File: config.mk
export PLATFORM = sky130hd
export DESIGN_NAME = serializador_tx
export DESIGN_NICKNAME = d
export VERILOG_FILES = /design/src/rtl/serializador_tx_pkg.sv /design/src/rtl/serializador_tx_piso8.sv /design/src/rtl/serializador_tx.sv
export SDC_FILE = /design/constraint.sdc
export NUM_CORES = 1
export LEC_CHECK = 0
export ABC_AREA = 1
export BUFFER_PORTS_ARGS = -buffer_cell sky130_fd_sc_hd__buf_2
export CORE_MARGIN = 3
export CORE_UTILIZATION = 29
export CTS_CLUSTER_SIZE = 28
export DETAILED_ROUTE_END_ITERATION = 16
export GPL_TIMING_DRIVEN = 0
export PLACE_DENSITY_LB_ADDON = 0.08
export SYNTH_ARGS = -nofsm -noshare
export SYNTH_HDL_FRONTEND = slang
export SYNTH_HIERARCHICAL = 1
export SYNTH_SLANG_ARGS = --single-unit
File: constraint.sdc
create_clock -name clk_32f -period 1.6 [get_ports clk_32f]
set_input_delay 0.24 -clock clk_32f [delete_from_list [all_inputs] [get_ports clk_32f]]
set_output_delay 0.24 -clock clk_32f [all_outputs]
set_load 0.01 [all_outputs]
File: src/rtl/serializador_tx_pkg.sv
// rtl/serializador_tx_pkg.sv - shared phy line symbols and serializer state type
package serializador_tx_pkg;

   // Line symbols, also used by the deserializer and its symbol aligner
   localparam logic [7:0] COM = 8'hBC;
   localparam logic [7:0] IDL = 8'h7C;

   typedef enum logic {
      SYNC   = 1'b0,
      ACTIVE = 1'b1
   } tx_state_e;

endpackage

File: src/rtl/serializador_tx_piso8.sv
// rtl/serializador_tx_piso8.sv - 8-bit parallel-load, shift-left register
module serializador_tx_piso8 (
   input  logic       clk_i,
   input  logic       resetn_i,
   input  logic       load_i,
   input  logic [7:0] par_i,
   output logic       ser_o
);

   logic [7:0] sr_q;
   logic [7:0] sr_d;

   // Load a new symbol or shift left filling with zero
   always_comb begin
      sr_d = {sr_q[6:0], 1'b0};
      if (load_i) begin
         sr_d = par_i;
      end
   end

   // Shift register storage, cleared in reset
   always_ff @(posedge clk_i) begin
      if (!resetn_i) begin
         sr_q <= 8'h00;
      end else begin
         sr_q <= sr_d;
      end
   end

   assign ser_o = sr_q[7];

endmodule

File: src/rtl/serializador_tx.sv
// rtl/serializador_tx.sv - byte-to-bit serializer with COM preamble and IDL fill
module serializador_tx
   import serializador_tx_pkg::*;
#(
   parameter int SYNC_COUNT = 4
) (
   input  logic       clk_32f,
   input  logic       reset,
   input  logic [7:0] data_in,
   input  logic       valid_in,
   output logic       data_out,
   output logic       load,
   output logic       active
);

   localparam logic [7:0] LAST_SYNC = 8'(SYNC_COUNT - 1);

   logic [2:0] bit_cnt_q;
   logic [2:0] bit_cnt_d;
   logic [7:0] sym_cnt_q;
   logic [7:0] sym_cnt_d;
   tx_state_e  state_q;
   tx_state_e  state_d;
   logic [7:0] sym;
   logic       load_edge;

   // Bit slot 0 is the edge that samples the upstream byte
   assign load_edge = (bit_cnt_q == 3'd0);
   assign bit_cnt_d = bit_cnt_q + 3'd1;

   // Symbol choice and preamble progress, evaluated only on load edges
   always_comb begin
      state_d   = state_q;
      sym_cnt_d = sym_cnt_q;
      sym       = COM;
      if (load_edge) begin
         if (state_q == SYNC) begin
            sym       = COM;
            sym_cnt_d = sym_cnt_q + 8'd1;
            if (sym_cnt_q == LAST_SYNC) begin
               state_d = ACTIVE;
            end
         end else begin
            sym = valid_in ? data_in : IDL;
         end
      end
   end

   // Bit counter, preamble counter and FSM state
   always_ff @(posedge clk_32f) begin
      if (!reset) begin
         bit_cnt_q <= 3'd0;
         sym_cnt_q <= 8'd0;
         state_q   <= SYNC;
      end else begin
         bit_cnt_q <= bit_cnt_d;
         sym_cnt_q <= sym_cnt_d;
         state_q   <= state_d;
      end
   end

   serializador_tx_piso8 u_piso8 (
      .clk_i    (clk_32f),
      .resetn_i (reset),
      .load_i   (load_edge),
      .par_i    (sym),
      .ser_o    (data_out)
   );

   assign load   = load_edge;
   assign active = (state_q == ACTIVE);

endmodule

Word level (Yosys, flattened, before mapping)
Index checks and enable logic that the tools add are counted.
{ "totals": {"reg_bits": 20, "inputBits": 11} }
{ "classes": {"n_addsub": 2, "n_eq_ne": 1, "mux": 5, "n_bitwise": 1, "n_reduce_logical": 3} }
{ "ops": {"columns": ["op", "count"], "rows": [
  ["8-bit 2-to-1 mux", 3],
  ["8-bit by 1-bit adder with 8-bit output, second input constant", 1],
  ["8-bit by 2-bit equality test with 1-bit output, second input constant", 1],
  ["4-bit AND reduction", 1],
  ["3-bit by 1-bit adder with 3-bit output, second input constant", 1],
  ["3-bit logical NOT", 1],
  ["1-bit 2-to-1 mux", 2],
  ["2-bit AND reduction", 1],
  ["1-bit inverter", 1]
]} }

Logic depth before layout (Yosys ltp)
{ "logic_depth": {"ltp_word": 3, "depth_mapped": 10, "ltp_nobuf": 10} }

By module
The synthesis kept the hierarchy.
{ "by_module_without_submodules": {"columns": ["mod", "n_inst", "cells_each", "area_per_inst_um2", "seq_area_each_um2"], "rows": [
  ["serializador_tx", 1, 101, 680.7, 240.2],
  ["serializador_tx_piso8", 1, 46, 312.8, 160.2]
]} }

Least setup slack after synthesis
OpenSTA, ideal clock, no wires.
{ "synth_path": {"kind": "register to register", "startpoint": "register bit_cnt_q[0]", "endpoint": "register u_piso8.sr_q[2]", "setup_ns": 0.113, "arrival_time_ns": 1.190, "t_required_ns": 1.487, "path_slack_ns": 0.298, "stages_incl_launch_ff": 11, "n_path_buf": 0, "cell_sequence": "dfxtp_1 > inv_1 > ha_1 > nand2_2 > nor2_4 > nand2_2 > or2_1 > inv_1 > nand2_1 > nand2_1 > nor2_1"} }
{ "synth_between": {"elab_chain_cells": 2} }
{ "synth_lines": {"columns": ["element", "line_no", "rtl"], "rows": [
  ["start: declaration", "serializador_tx.sv:18", "logic [2:0] bit_cnt_q;"],
  ["start signal: assignment", "serializador_tx.sv:56", "bit_cnt_q <= bit_cnt_d;"],
  ["3-bit logical NOT", "serializador_tx.sv:28", "assign load_edge = (bit_cnt_q == 3'd0);"],
  ["8-bit 2-to-1 mux", "serializador_tx_piso8.sv:16", "if (load_i) begin"],
  ["end signal: assignment", "serializador_tx_piso8.sv:26", "sr_q <= sr_d;"],
  ["end: declaration", "serializador_tx_piso8.sv:10", "logic [7:0] sr_q;"]
]} }
No other way between the ends.
A chain may end at the register's enable or synchronous reset.

Worst setup path after layout
{ "layout_path": {"startpoint": "register bit_cnt_q[0]", "endpoint": "output load"} }
{ "layout_between": {"elab_chain_cells": 1} }
{ "layout_lines": {"columns": ["element", "line_no", "rtl"], "rows": [
  ["3-bit logical NOT", "serializador_tx.sv:28", null],
  ["end: declaration", "serializador_tx.sv:12", "output logic load,"]
]} }
No other way between the ends.

==> impl_metrics.env <==
export IMPL_grt_pass1_wl_mm=3.37
export IMPL_hold_start="reset"
export IMPL_slew_headroom_pct=72.9
export IMPL_cp_arrival_ps=1280
export IMPL_ir_drop_mv=0.259
export IMPL_ant_nets=0
export IMPL_synth_compound_area_share_pct=4.28
export IMPL_path_class="reg -> out"
export IMPL_min_to="u_piso8/sr_q[5]$_SDFF_PN0_"
export IMPL_synth_edf_count=0
export IMPL_cts_tree="done"
export IMPL_fmax_ghz=0.659
export IMPL_yosysTopAreaCell="dfxtp_1"
export IMPL_ys_seq_area_share_pct=40.3
export IMPL_grt_pass1_vias=805
export IMPL_drive_gt1_share_pct=17.2
export IMPL_yosysTopAreaCellShare_pct=40.3
export IMPL_fin_area_um2=1150
export IMPL_fp_row_count=20
export IMPL_synth_area_um2=993
export IMPL_die_y_um=64.5
export IMPL_cts_root_buf="clkbuf_4"
export IMPL_switching_power_mw=0.278
export IMPL_finClkSkew_ps=3.90
export IMPL_layout_area_overhead_vs_synth_pct=16.2
export IMPL_p_per_area_nw_per_um2=881
export IMPL_report_final_slew_viol_count=0
export IMPL_status="finished clean"
export IMPL_dp_hpwl_mm=1.42
export IMPL_synthSimpleGateAreaFrac_pct=37.9
export IMPL_yosys_cell_types_count=20
export IMPL_rrSetupSlack_ps=170
export IMPL_synth_ff_type="dfxtp_1"
export IMPL_synth_nets=161
export IMPL_synthArstFlopShare_pct=0
export IMPL_drc=0
export IMPL_synthTopCellsByCount="33 x nand2_1, 28 x nor2_1, 27 x inv_1"
export IMPL_cts_buffer_depth=2
export IMPL_first_pass_iters=4
export IMPL_grt_overflow_total=0
export IMPL_p_seq_share_pct=54.2
export IMPL_num_vias=845
export IMPL_synth_fa_ha_area_share_pct=3.78
export IMPL_hold_viol_final=0
export IMPL_synth_area_mux_share_pct=0
export IMPL_port_buffers=12
export IMPL_synth_area_top_cells="dfxtp_1 40%, nand2_1 12%, nor2_1 11%"
export IMPL_post_route_min_period_ps=1520
export IMPL_fp_dieW_um=64.5
export IMPL_initial_utilization_pct=31.5
export IMPL_path_max_fanout=7
export IMPL_p_leak_nw=0.595
export IMPL_diodes=0
export IMPL_drv_cap=0
export IMPL_setup_ws_ps=83.6
export IMPL_vias_per_cell=4.08
export IMPL_grt_util_all_layers_pct=10.1
export IMPL_placed_area_um2=1110
export IMPL_swShare_pct=27.3
export IMPL_syn_avg_cell_area_um2=6.76
export IMPL_timing_rr_end="u_piso8/sr_q[4]$_SDFF_PN0_"
export IMPL_ios=14
export IMPL_cts_sinks=20
export IMPL_intPower_mw=0.739
export IMPL_p_clk_share_pct=29.2
export IMPL_finalCritPeriodShare_pct=94.8
export IMPL_p_total_mw=1.02
export IMPL_synth_most_common_cell="nand2_1"
export IMPL_drtIter0Drc=40
export IMPL_grt_max_degree=12
export IMPL_core_um2=3150
export IMPL_finalSetupTns_ps=0
export IMPL_cp_data_required_time_ps=1360
export IMPL_insertion_delay_ps=300
export IMPL_min_delay_path_class="in -> reg"
export IMPL_rsz0062_at_grt="false"
export IMPL_hold_buffers=0
export IMPL_fp_dieArea_um2=4160
export IMPL_cts_setup_buffers=0
export IMPL_wl_mm=1.85
export IMPL_gp_congestion=0.770
export IMPL_setup_viol=0
export IMPL_synth_top_family_by_area="simple AND/OR/NAND/NOR gates"
export IMPL_clk_pin_slew_worst_paths_ps=120
export IMPL_h_tree_depth=1
export IMPL_synth_warnings=6
export IMPL_r2r_start="bit_cnt_q[0]$_SDFF_PN0_"
export IMPL_fin_hold_ws_ps=263
export IMPL_end_kind="output port"
export IMPL_cts_buffers=3
export IMPL_antenna_found_initial=0
export IMPL_rr_worst_depth=10
export IMPL_tightest_slew_ps=407
export IMPL_whs_path_depth=3
export IMPL_synth_seq_cells=20
export IMPL_synthXorXnorAreaFrac_pct=0.882
export IMPL_setup_worst_path_start_class="flip-flop"
export IMPL_final_nets=178
export IMPL_place_ws_ps=168
export IMPL_wl_per_cell_um=8.93
export IMPL_syn_inst=147
export IMPL_comb_power_share_pct=16.6
==> metal layers <==
metal	share of wire, %	track usage [%]	wire (um)	up-vias
li1	-	-	-	465
met1	47	11.3	871	369
met2	48	18.0	882	9
met3	4.2	2.77	77	2
met4	0.81	3.96	15	0
met5	0	0	0	-
==> power by group through the flow <==
| stage | sequential [mW] | combinational (mW) | clock (mW) |
|---|---|---|---|
| global route | 0.557 | 0.196 | 0.331 |
| CTS | 0.552 | 0.168 | 0.313 |
| global placement | 0.562 | 0.163 | 0 |
| floorplan | 0.562 | 0.119 | 0 |
| finish | 0.552 | 0.169 | 0.297 |
| detailed placement | 0.563 | 0.164 | 0 |
==> cell families (layout without fill, tap and decap cells) <==
group | after synthesis | after routing
adders and majority gates | 3 | 3
DFF | 20 | 20
and+or+nand+nor | 83 | 83
xor gates and xnor gates | 1 | 1
AOI/OAI and AO/OA | 8 | 8
buffers and inverters | 32 | 48
==> metrics by stage <==
stage	utilization, %	instances
after floorplan	-	147
after global placement	35.2	203
after detailed placement	35.2	203
after CTS	36.5	207
after global routing	36.6	207
final	36.6	207
==> sequential cells by signal, summed over array words and instances, names as in the netlist <==
| name | cells |
|---|---|
| active | 1 |
| bit_cnt_q | 3 |
| sym_cnt_q | 8 |
| u_piso8/sr_q | 8 |
==> cell usage in the layout, fill, tap and decap left out, drive strengths merged, types with 3 or more instances in the layout <==
master / count
nor3: 3
nor2: 31
inv: 29
nand3: 9
ha: 3
o21ai: 3
dfxtp: 20
clkbuf: 5
a21oi: 4
nand2: 35
or2: 4
buf: 14
==> critical path, cell delays in order, from the launching register on <==
cell and delay (ps):
dfxtp_1 380, inv_1 60, ha_2 210, nand2_4 120
inv_4 70, buf_2 140
==> timing repair <==
item | CTS | global route
endpoints found under the setup margin | 1 | 1
resized for setup | 2 | 2
pin swaps | 1 | 0
==> area by class of cell <==
cell class              instances  area (um2)
multi-input cells              95         473
well taps                      44        55.1
flip-flops and latches         20         400
inverters                      29         111
plain buffers                   3        18.8
repair buffers                 12        60.1
clock buffers                   4        36.3
fillers                       358        2000
==> worst max-delay path by stage <==
stage | startpoint | end | slack (ps) | cells after the start
final | bit_cnt_q[0]$_SDFF_PN0_ | load | 80 | 5
after global routing | bit_cnt_q[0]$_SDFF_PN0_ | load | 2 | 5
after CTS | bit_cnt_q[0]$_SDFF_PN0_ | load | 20 | 5
after detailed placement | bit_cnt_q[0]$_SDFF_PN0_ | u_piso8/sr_q[2]$_SDFF_PN0_ | 170 | 10
after global placement | bit_cnt_q[0]$_SDFF_PN0_ | u_piso8/sr_q[2]$_SDFF_PN0_ | 180 | 10
after floorplan | bit_cnt_q[0]$_SDFF_PN0_ | u_piso8/sr_q[2]$_SDFF_PN0_ | 300 | 10
(Power assumes the default switching activity.)
